`config.mk`:
```
export PLATFORM = sky130hd
export DESIGN_NAME = pattern_scan_sched
export DESIGN_NICKNAME = d
export VERILOG_FILES = /design/src/rtl/pattern_sched_pkg.sv /design/src/rtl/pattern_detect_core.sv /design/src/rtl/pattern_scan_sched.sv
export SDC_FILE = /design/constraint.sdc
export NUM_CORES = 1
export LEC_CHECK = 0
export ABC_AREA = 1
export CORE_ASPECT_RATIO = 1.75
export CORE_MARGIN = 3
export CORE_UTILIZATION = 51
export CTS_CLUSTER_DIAMETER = 40
export CTS_CLUSTER_SIZE = 24
export DETAILED_ROUTE_END_ITERATION = 8
export PLACE_DENSITY = 0.78
export REMOVE_ABC_BUFFERS = 1
export SYNTH_ARGS = -nofsm -noshare
export SYNTH_HDL_FRONTEND = slang
export SYNTH_HIERARCHICAL = 1
export SYNTH_SLANG_ARGS = --single-unit
```
`constraint.sdc`:
```
create_clock -name clock_i -period 3.3 [get_ports clock_i]
set_input_delay 0.66 -clock clock_i [delete_from_list [all_inputs] [get_ports clock_i]]
set_output_delay 0.66 -clock clock_i [all_outputs]
set_load 0.05 [all_outputs]
```
`src/rtl/pattern_sched_pkg.sv`:
```
// Shared definitions for the pattern scan scheduler: FSM encoding,
// the two detected 3-bit patterns and the detector window length.
package pattern_sched_pkg;

    typedef enum logic [1:0] {
        IDLE  = 2'd0,
        SHIFT = 2'd1,
        DONE  = 2'd2
    } state_e;

    localparam logic [2:0] PAT_A   = 3'b111;
    localparam logic [2:0] PAT_B   = 3'b001;
    localparam int         WIN_LEN = 3;

endpackage

```
`src/rtl/pattern_detect_core.sv`:
```
// Serial 3-bit window detector: 2-bit history plus the incoming bit.
// Hit outputs are combinational so the scheduler can count in the same cycle.
module pattern_detect_core
    import pattern_sched_pkg::*;
(
    input  logic clock_i,
    input  logic reset_i,
    input  logic clr_i,
    input  logic en_i,
    input  logic bit_in_i,
    input  logic win_valid_i,
    output logic hit_a_o,
    output logic hit_b_o
);

    logic [WIN_LEN-2:0] hist_q, hist_d;
    logic [WIN_LEN-1:0] window;

    assign window = {hist_q, bit_in_i};

    always_comb begin
        hist_d = hist_q;
        if (clr_i) begin
            hist_d = '0;
        end else if (en_i) begin
            hist_d = {hist_q[WIN_LEN-3:0], bit_in_i};
        end
    end

    always_ff @(posedge clock_i) begin
        if (reset_i) begin
            hist_q <= '0;
        end else begin
            hist_q <= hist_d;
        end
    end

    // Gating on win_valid keeps cleared history from looking like a leading 00.
    assign hit_a_o = win_valid_i && (window == PAT_A);
    assign hit_b_o = win_valid_i && (window == PAT_B);

endmodule

```
`src/rtl/pattern_scan_sched.sv`:
```
// Two-requester round-robin front end that serializes a captured word MSB-first
// through one shared pattern detector and returns per-job 111/001 counts.
module pattern_scan_sched
    import pattern_sched_pkg::*;
#(
    parameter int WIDTH = 8,
    parameter int CNT_W = 4
) (
    input  logic             clock_i,
    input  logic             reset_i,
    input  logic [1:0]       req_i,
    input  logic [WIDTH-1:0] word0_i,
    input  logic [WIDTH-1:0] word1_i,
    output logic [1:0]       grant_o,
    output logic             busy_o,
    output logic             done_o,
    output logic             done_id_o,
    output logic [CNT_W-1:0] cnt111_o,
    output logic [CNT_W-1:0] cnt001_o
);

    localparam int IDX_W = (WIDTH > 1) ? $clog2(WIDTH) : 1;

    state_e             state_q, state_d;
    logic [WIDTH-1:0]   shreg_q, shreg_d;
    logic [IDX_W-1:0]   idx_q, idx_d;
    logic               ptr_q, ptr_d;
    logic [1:0]         grant_q, grant_d;
    logic               busy_q, busy_d;
    logic               done_q, done_d;
    logic               done_id_q, done_id_d;
    logic [CNT_W-1:0]   acc_a_q, acc_a_d;
    logic [CNT_W-1:0]   acc_b_q, acc_b_d;
    logic [CNT_W-1:0]   cnt111_q, cnt111_d;
    logic [CNT_W-1:0]   cnt001_q, cnt001_d;

    logic sel;
    logic det_clr, det_en, win_valid;
    logic hit_a, hit_b;

    // Requester 1 wins when it is alone, or on a tie when 0 was served last.
    assign sel       = req_i[1] & (~req_i[0] | ~ptr_q);
    assign win_valid = (state_q == SHIFT) && (idx_q >= IDX_W'(WIN_LEN - 1));

    pattern_detect_core u_core (
        .clock_i     (clock_i),
        .reset_i     (reset_i),
        .clr_i       (det_clr),
        .en_i        (det_en),
        .bit_in_i    (shreg_q[WIDTH-1]),
        .win_valid_i (win_valid),
        .hit_a_o     (hit_a),
        .hit_b_o     (hit_b)
    );

    always_comb begin
        state_d   = state_q;
        shreg_d   = shreg_q;
        idx_d     = idx_q;
        ptr_d     = ptr_q;
        grant_d   = 2'b00;
        busy_d    = busy_q;
        done_d    = 1'b0;
        done_id_d = done_id_q;
        acc_a_d   = acc_a_q;
        acc_b_d   = acc_b_q;
        cnt111_d  = cnt111_q;
        cnt001_d  = cnt001_q;
        det_clr   = 1'b0;
        det_en    = 1'b0;

        case (state_q)
            IDLE: begin
                if (req_i != 2'b00) begin
                    grant_d = sel ? 2'b10 : 2'b01;
                    shreg_d = sel ? word1_i : word0_i;
                    ptr_d   = sel;
                    idx_d   = '0;
                    acc_a_d = '0;
                    acc_b_d = '0;
                    det_clr = 1'b1;
                    busy_d  = 1'b1;
                    state_d = SHIFT;
                end
            end
            SHIFT: begin
                det_en  = 1'b1;
                shreg_d = shreg_q << 1;
                idx_d   = idx_q + IDX_W'(1);
                if (hit_a) acc_a_d = acc_a_q + CNT_W'(1);
                if (hit_b) acc_b_d = acc_b_q + CNT_W'(1);
                if (idx_q == IDX_W'(WIDTH - 1)) state_d = DONE;
            end
            DONE: begin
                done_d    = 1'b1;
                busy_d    = 1'b0;
                done_id_d = ptr_q;
                cnt111_d  = acc_a_q;
                cnt001_d  = acc_b_q;
                state_d   = IDLE;
            end
            default: begin
                state_d = IDLE;
            end
        endcase
    end

    always_ff @(posedge clock_i) begin
        if (reset_i) begin
            state_q   <= IDLE;
            shreg_q   <= '0;
            idx_q     <= '0;
            ptr_q     <= 1'b1;
            grant_q   <= 2'b00;
            busy_q    <= 1'b0;
            done_q    <= 1'b0;
            done_id_q <= 1'b0;
            acc_a_q   <= '0;
            acc_b_q   <= '0;
            cnt111_q  <= '0;
            cnt001_q  <= '0;
        end else begin
            state_q   <= state_d;
            shreg_q   <= shreg_d;
            idx_q     <= idx_d;
            ptr_q     <= ptr_d;
            grant_q   <= grant_d;
            busy_q    <= busy_d;
            done_q    <= done_d;
            done_id_q <= done_id_d;
            acc_a_q   <= acc_a_d;
            acc_b_q   <= acc_b_d;
            cnt111_q  <= cnt111_d;
            cnt001_q  <= cnt001_d;
        end
    end

    assign grant_o   = grant_q;
    assign busy_o    = busy_q;
    assign done_o    = done_q;
    assign done_id_o = done_id_q;
    assign cnt111_o  = cnt111_q;
    assign cnt001_o  = cnt001_q;

endmodule
```
Word-level counts from Yosys, hierarchy flattened --
Cells that the tools add are included.
Storage, ports and cells: memory bits (writable) 0, input bits 20, bits in read-only memories 0, register bits after elaboration 37, output and inout port bits 13, memories 0, latch bits 0, word-level logic and storage cells 67
Operators by class: reduce and logical (&&, ||, !) cells 15, bitwise gates (word level) 6, magnitude comparators 1, eq/ne operators 9, multiplexer cells 20, multiply operators 0, shifts and indexed selects 0, div/mod/pow operators 0, add/sub/neg operators 3
Operator list (number):
- 8-bit two-way mux | 2
- 4-bit case mux with 2 select lines | 2
- 8-bit case mux with 2 select lines | 1
- 4-bit two-way mux | 3
- 4-bit by 1-bit adder with 4-bit output (second input constant) | 2
- 2-bit AND reduction | 4
- 3-bit == test (second input constant) | 2
- 2-bit two-way mux | 3
- 2-bit inequality test (second input constant) | 3
- 3-bit case mux with 2 select lines | 1
- 3-bit AND reduction | 2
- 2-bit nonzero test | 3
- 1-bit two-way mux | 5
- 1-bit NOT | 4
- 2-bit case mux with 2 select lines | 1
- 3-bit by 1-bit adder with 3-bit output (second input constant) | 1
- 3-bit by 1-bit == test with 1-bit output (second input constant) | 1
- 3-bit by 2-bit greater-or-equal comparator with 1-bit output (second input constant) | 1
- 1-bit logical AND | 3
- 3-bit two-way mux | 1
- 3-bit OR reduction | 1
- 2-bit by 1-bit == test with 1-bit output (second input constant) | 1
- 2-bit == test (second input constant) | 1
- 2-bit zero test | 1
- 5 further kinds | 5

Depth between registers and ports, before layout --
depth in word-level cells 6, mapped depth 11, mapped depth without buffers 10

By module --
The synthesis kept the hierarchy.
By module, submodules not included:
- pattern_scan_sched | sequential area each 700.7 µm², cells an instance 231, area each 1656.6 µm², times used 1
- pattern_detect_core | sequential area each 40.0 µm², cells an instance 17, area each 102.6 µm², times used 1

Worst setup path before layout --
OpenSTA, ideal clock, no wires.
path type reg-to-reg, start register state_q[1], end register acc_b_q[3], arrival 1.480 ns, data required time 3.185 ns, period minus slack after synthesis 1.595 ns, setup time 0.115 ns, path buffers 1, setup slack 1.705 ns, cell stages (with the launch flop) 12, cells stage by stage dfxtp_1 -> inv_2 -> nand2_1 -> buf_4 -> nor2_1 -> nand2_1 -> nor3_1 -> nand2_1 -> nand2_1 -> nand3_1 -> nand2_1 -> nor2_1
On the way: cells in the longest elaborated chain, start to end 5, elaborated cells between the ends (all ways) 9, classes of those cells 3 x eq/ne; 1 x mux; 5 x reduce/logical
RTL lines:
- from (decl) | line pattern_scan_sched.sv:24 | state_e state_q, state_d;
- from (signal assigned) | line pattern_scan_sched.sv:123 | state_q <= state_d;
- 2-bit by 1-bit == test with 1-bit output | line pattern_scan_sched.sv:43 | assign win_valid = (state_q == SHIFT) && (idx_q >= IDX_W'(WIN_LEN - 1));
- 1-bit logical AND | line pattern_scan_sched.sv:43
- via win_valid | line pattern_scan_sched.sv:38 | logic det_clr, det_en, win_valid;
- 1-bit logical AND | line pattern_detect_core.sv:40 | assign hit_b_o = win_valid_i && (window == PAT_B);
- via hit_b | line pattern_scan_sched.sv:39 | logic hit_a, hit_b;
- 2-bit inequality test (no source line)
- 3-bit AND reduction (no source line)
- to (signal assigned) | line pattern_scan_sched.sv:119 | acc_b_q <= '0;
- to (signal assigned) | line pattern_scan_sched.sv:132 | acc_b_q <= acc_b_d;
- to (decl) | line pattern_scan_sched.sv:33 | logic [CNT_W-1:0] acc_b_q, acc_b_d;
The timed path passes the listed nets, and every way through them passes these cells. A chain may end at the register's enable or synchronous reset.

Worst setup path in the final report --
start register state_q[0], end register acc_b_q[3]
Same word-level chain as after synthesis.

==> metrics.txt <==
# IOs 33; port bufs 32; via count around 1600; fmax 0.462 GHz; Ant. Diodes 0; CP Data Arrival Time roughly 2.4 ns; most common cell after layout, fill and taps aside nand2_1; commonest non-fill, non-tap cells in the layout 46 x nand2_1, 41 x nor2_1, 37 x dfxtp_1; clock sinks 37; Hold Path Cell Cnt 2; grt total ovfl 0; RSZ-0062 raised after global routing false; Hold Crit Class reg2reg; Syn Inst Count ~250; hpwl dp 2.68 mm; Setup TNS Final 0 ns; vias in the first global route between 1500 and 2000; worst setup path class reg2reg; TritonRoute pass-1 iters 4; R2R Path Start state_q[0]$_SDFFE_PP0P_; Yosys cell types 22; Final Net Count 303; Post-route DRC 0; postcts setup bufs 0; initial antenna violation count 0; post-synth top area cell dfxtp_1; GRT Overall Usage ~20%; clock buffer depth 2; routed wire length about 3.7 mm; clk slew on worst S/H paths 0.07 ns; worst-skew pair later-pin latency 0.28 ns; Hold Violations, Final 0; mean routed wirelength per cell roughly 12 um; peak supply drop between 0.4 and 0.5 mV; Synth Register Bits 37; syn_area_per_cell 7.09 um^2; reg-to-reg endpoint acc_b_q[3]$_SDFFE_PP0P_; core box area 3240 um^2; Critical Path Source Type flop; Die Span X 50.4 um; Synth top area share 42.1%; P&R area growth vs syn 25.7%; # resized after CTS 0; leak pwr 0.948 nW; # H-tree levels 2; CTS root buffer clkbuf_8; Pwr Density 494 nW/um^2; fraction of layout cells with a size suffix above 1 about 7.1%; Starting DRT DRC Count 61; Hold Startpoint acc_a_q[3]$_SDFFE_PP0P_; Slew Viols, Final 0; Period minus WS final 2.17 ns; Initial Util a little over half; status completed; # Max-Cap Violations 0; CP endpoint kind flop; Hold EP acc_a_q[3]$_SDFFE_PP0P_; crit-path max FO 21; crit path setup slack, layout 1.13 ns; fill cell count roughly 300; clock skew 0.00195 ns; die footprint 4220 um^2; fin crit share 65.6%; dpl ws 1.07 ns; Seq/Total Area, Yosys 42.1%; Final setup viols 0; first-pass GRT wire length approximately 6.8 mm; Final ANT Viol Nets 0; Die Ht between 80 and 90 um; row count 27; Rel. slew slack 56.3%; R2R cell count 9; area of the mapped netlist 1760 um^2; CTS tree built; routability cong. between 0.8 and 0.9; largest net degree at the start of global routing 22; critical path required time around 3.5 ns; Least-Margin Pin Slew about 0.65 ns; CTS buffer count 5; R2R setup slack 1.13 ns; warnings from Yosys 6; DR vias/cell 5.03; hold buffer count at cts 0; Synth area leaders dfxtp_1 42%, nand2_1 9.8%, nor2_1 8.7%
critical path, stage by stage (launching register included):
cell     delay (ns)
dfxtp_1        0.53
nand2_1        0.48
nor2_1         0.21
nand2_1        0.09
nor3_1         0.27
nand2_1        0.15
nand2_1        0.15
nand3_1        0.09
nand2_1        0.06
nor2_1         0.04
synth_stat cells (all sizes together):
library cell  count
nor2             47
dfxtp            37
nand3            23
nand4             2
clkbuf            2
buf               8
nand3b            8
inv              30
a21oi            25
clkinv            1
nand2            47
nor3              3
o21ai            11
ha                4
layout make-up:
cell class	instances	area, um^2	area share, %
Multi-Input combinational cell	170	832	37.6
Sequential cell	37	741	33.5
Timing Repair Buffer	34	335	15.2
Inverter	31	116	5.26
Clock buffer	5	68.8	3.11
Clock inverter	3	65.1	2.94
Tap cell	43	53.8	2.43
how the worst max path moves through the flow:
stage | cells after the start | to | startpoint
global placement | 6 | ptr_q$_SDFFE_PP1P_ | reset_i
global route | 9 | acc_b_q[2]$_SDFFE_PP0P_ | state_q[0]$_SDFFE_PP0P_
CTS | 9 | acc_b_q[3]$_SDFFE_PP0P_ | state_q[0]$_SDFFE_PP0P_
finish | 9 | acc_b_q[3]$_SDFFE_PP0P_ | state_q[0]$_SDFFE_PP0P_
detailed placement | 6 | ptr_q$_SDFFE_PP1P_ | reset_i
floorplan | 9 | acc_b_q[3]$_SDFFE_PP0P_ | state_q[0]$_SDFFE_PP0P_
state kept, by name, summed over array words and instances, names as in the netlist:
register       count
idx_q              3
cnt111_o           4
done_id_o          1
cnt001_o           4
busy_o             1
u_core/hist_q      2
state_q            2
shreg_q            8
acc_b_q            4
acc_a_q            4
ptr_q              1
done_o             1
grant_o            2
through the flow:
step                      power [mW]  std cells  instance area (um^2)  hold WS [ns]  utilization, %
after floorplan                0.584        238                  1690         0.434               -
after global routing            1.14        323                  2210         0.501            68.2
after global placement         0.639        315                  2080         0.446            64.1
after detailed placement       0.642        315                  2080         0.452            64.1
after CTS                       1.10        323                  2210         0.464            68.2
final                           1.09        323                  2210         0.464            68.2
power breakdown:
part	internal, mW	total, mW	switching, mW	leakage (nW)
sequential	0.467	0.479	0.0125	0.302
combinational	0.0614	0.153	0.0915	0.578
clock	0.300	0.461	0.160	0.0681
total	0.828	1.09	0.264	0.948
routing by layer:
layer	GRT usage, %	share of wire [%]	vias to the layer above
li1	-	-	851
met1	22.1	40	720
met2	36.1	53	40
met3	3.94	3.4	13
met4	10.5	3.3	0
met5	0	0	-
kinds of logic (layout without fill, tap and decap cells):
group / after synthesis / count (layout) / synth area share (%)
simple gates: 130 / 130 / 34.0
fa+ha+maj: 4 / 4 / 2.85
buf+inv: 41 / 73 / 10.6
compound gates: 36 / 36 / 10.5
flops: 37 / 37 / 42.1
Note: power is estimated with default switching activity, not from simulation.
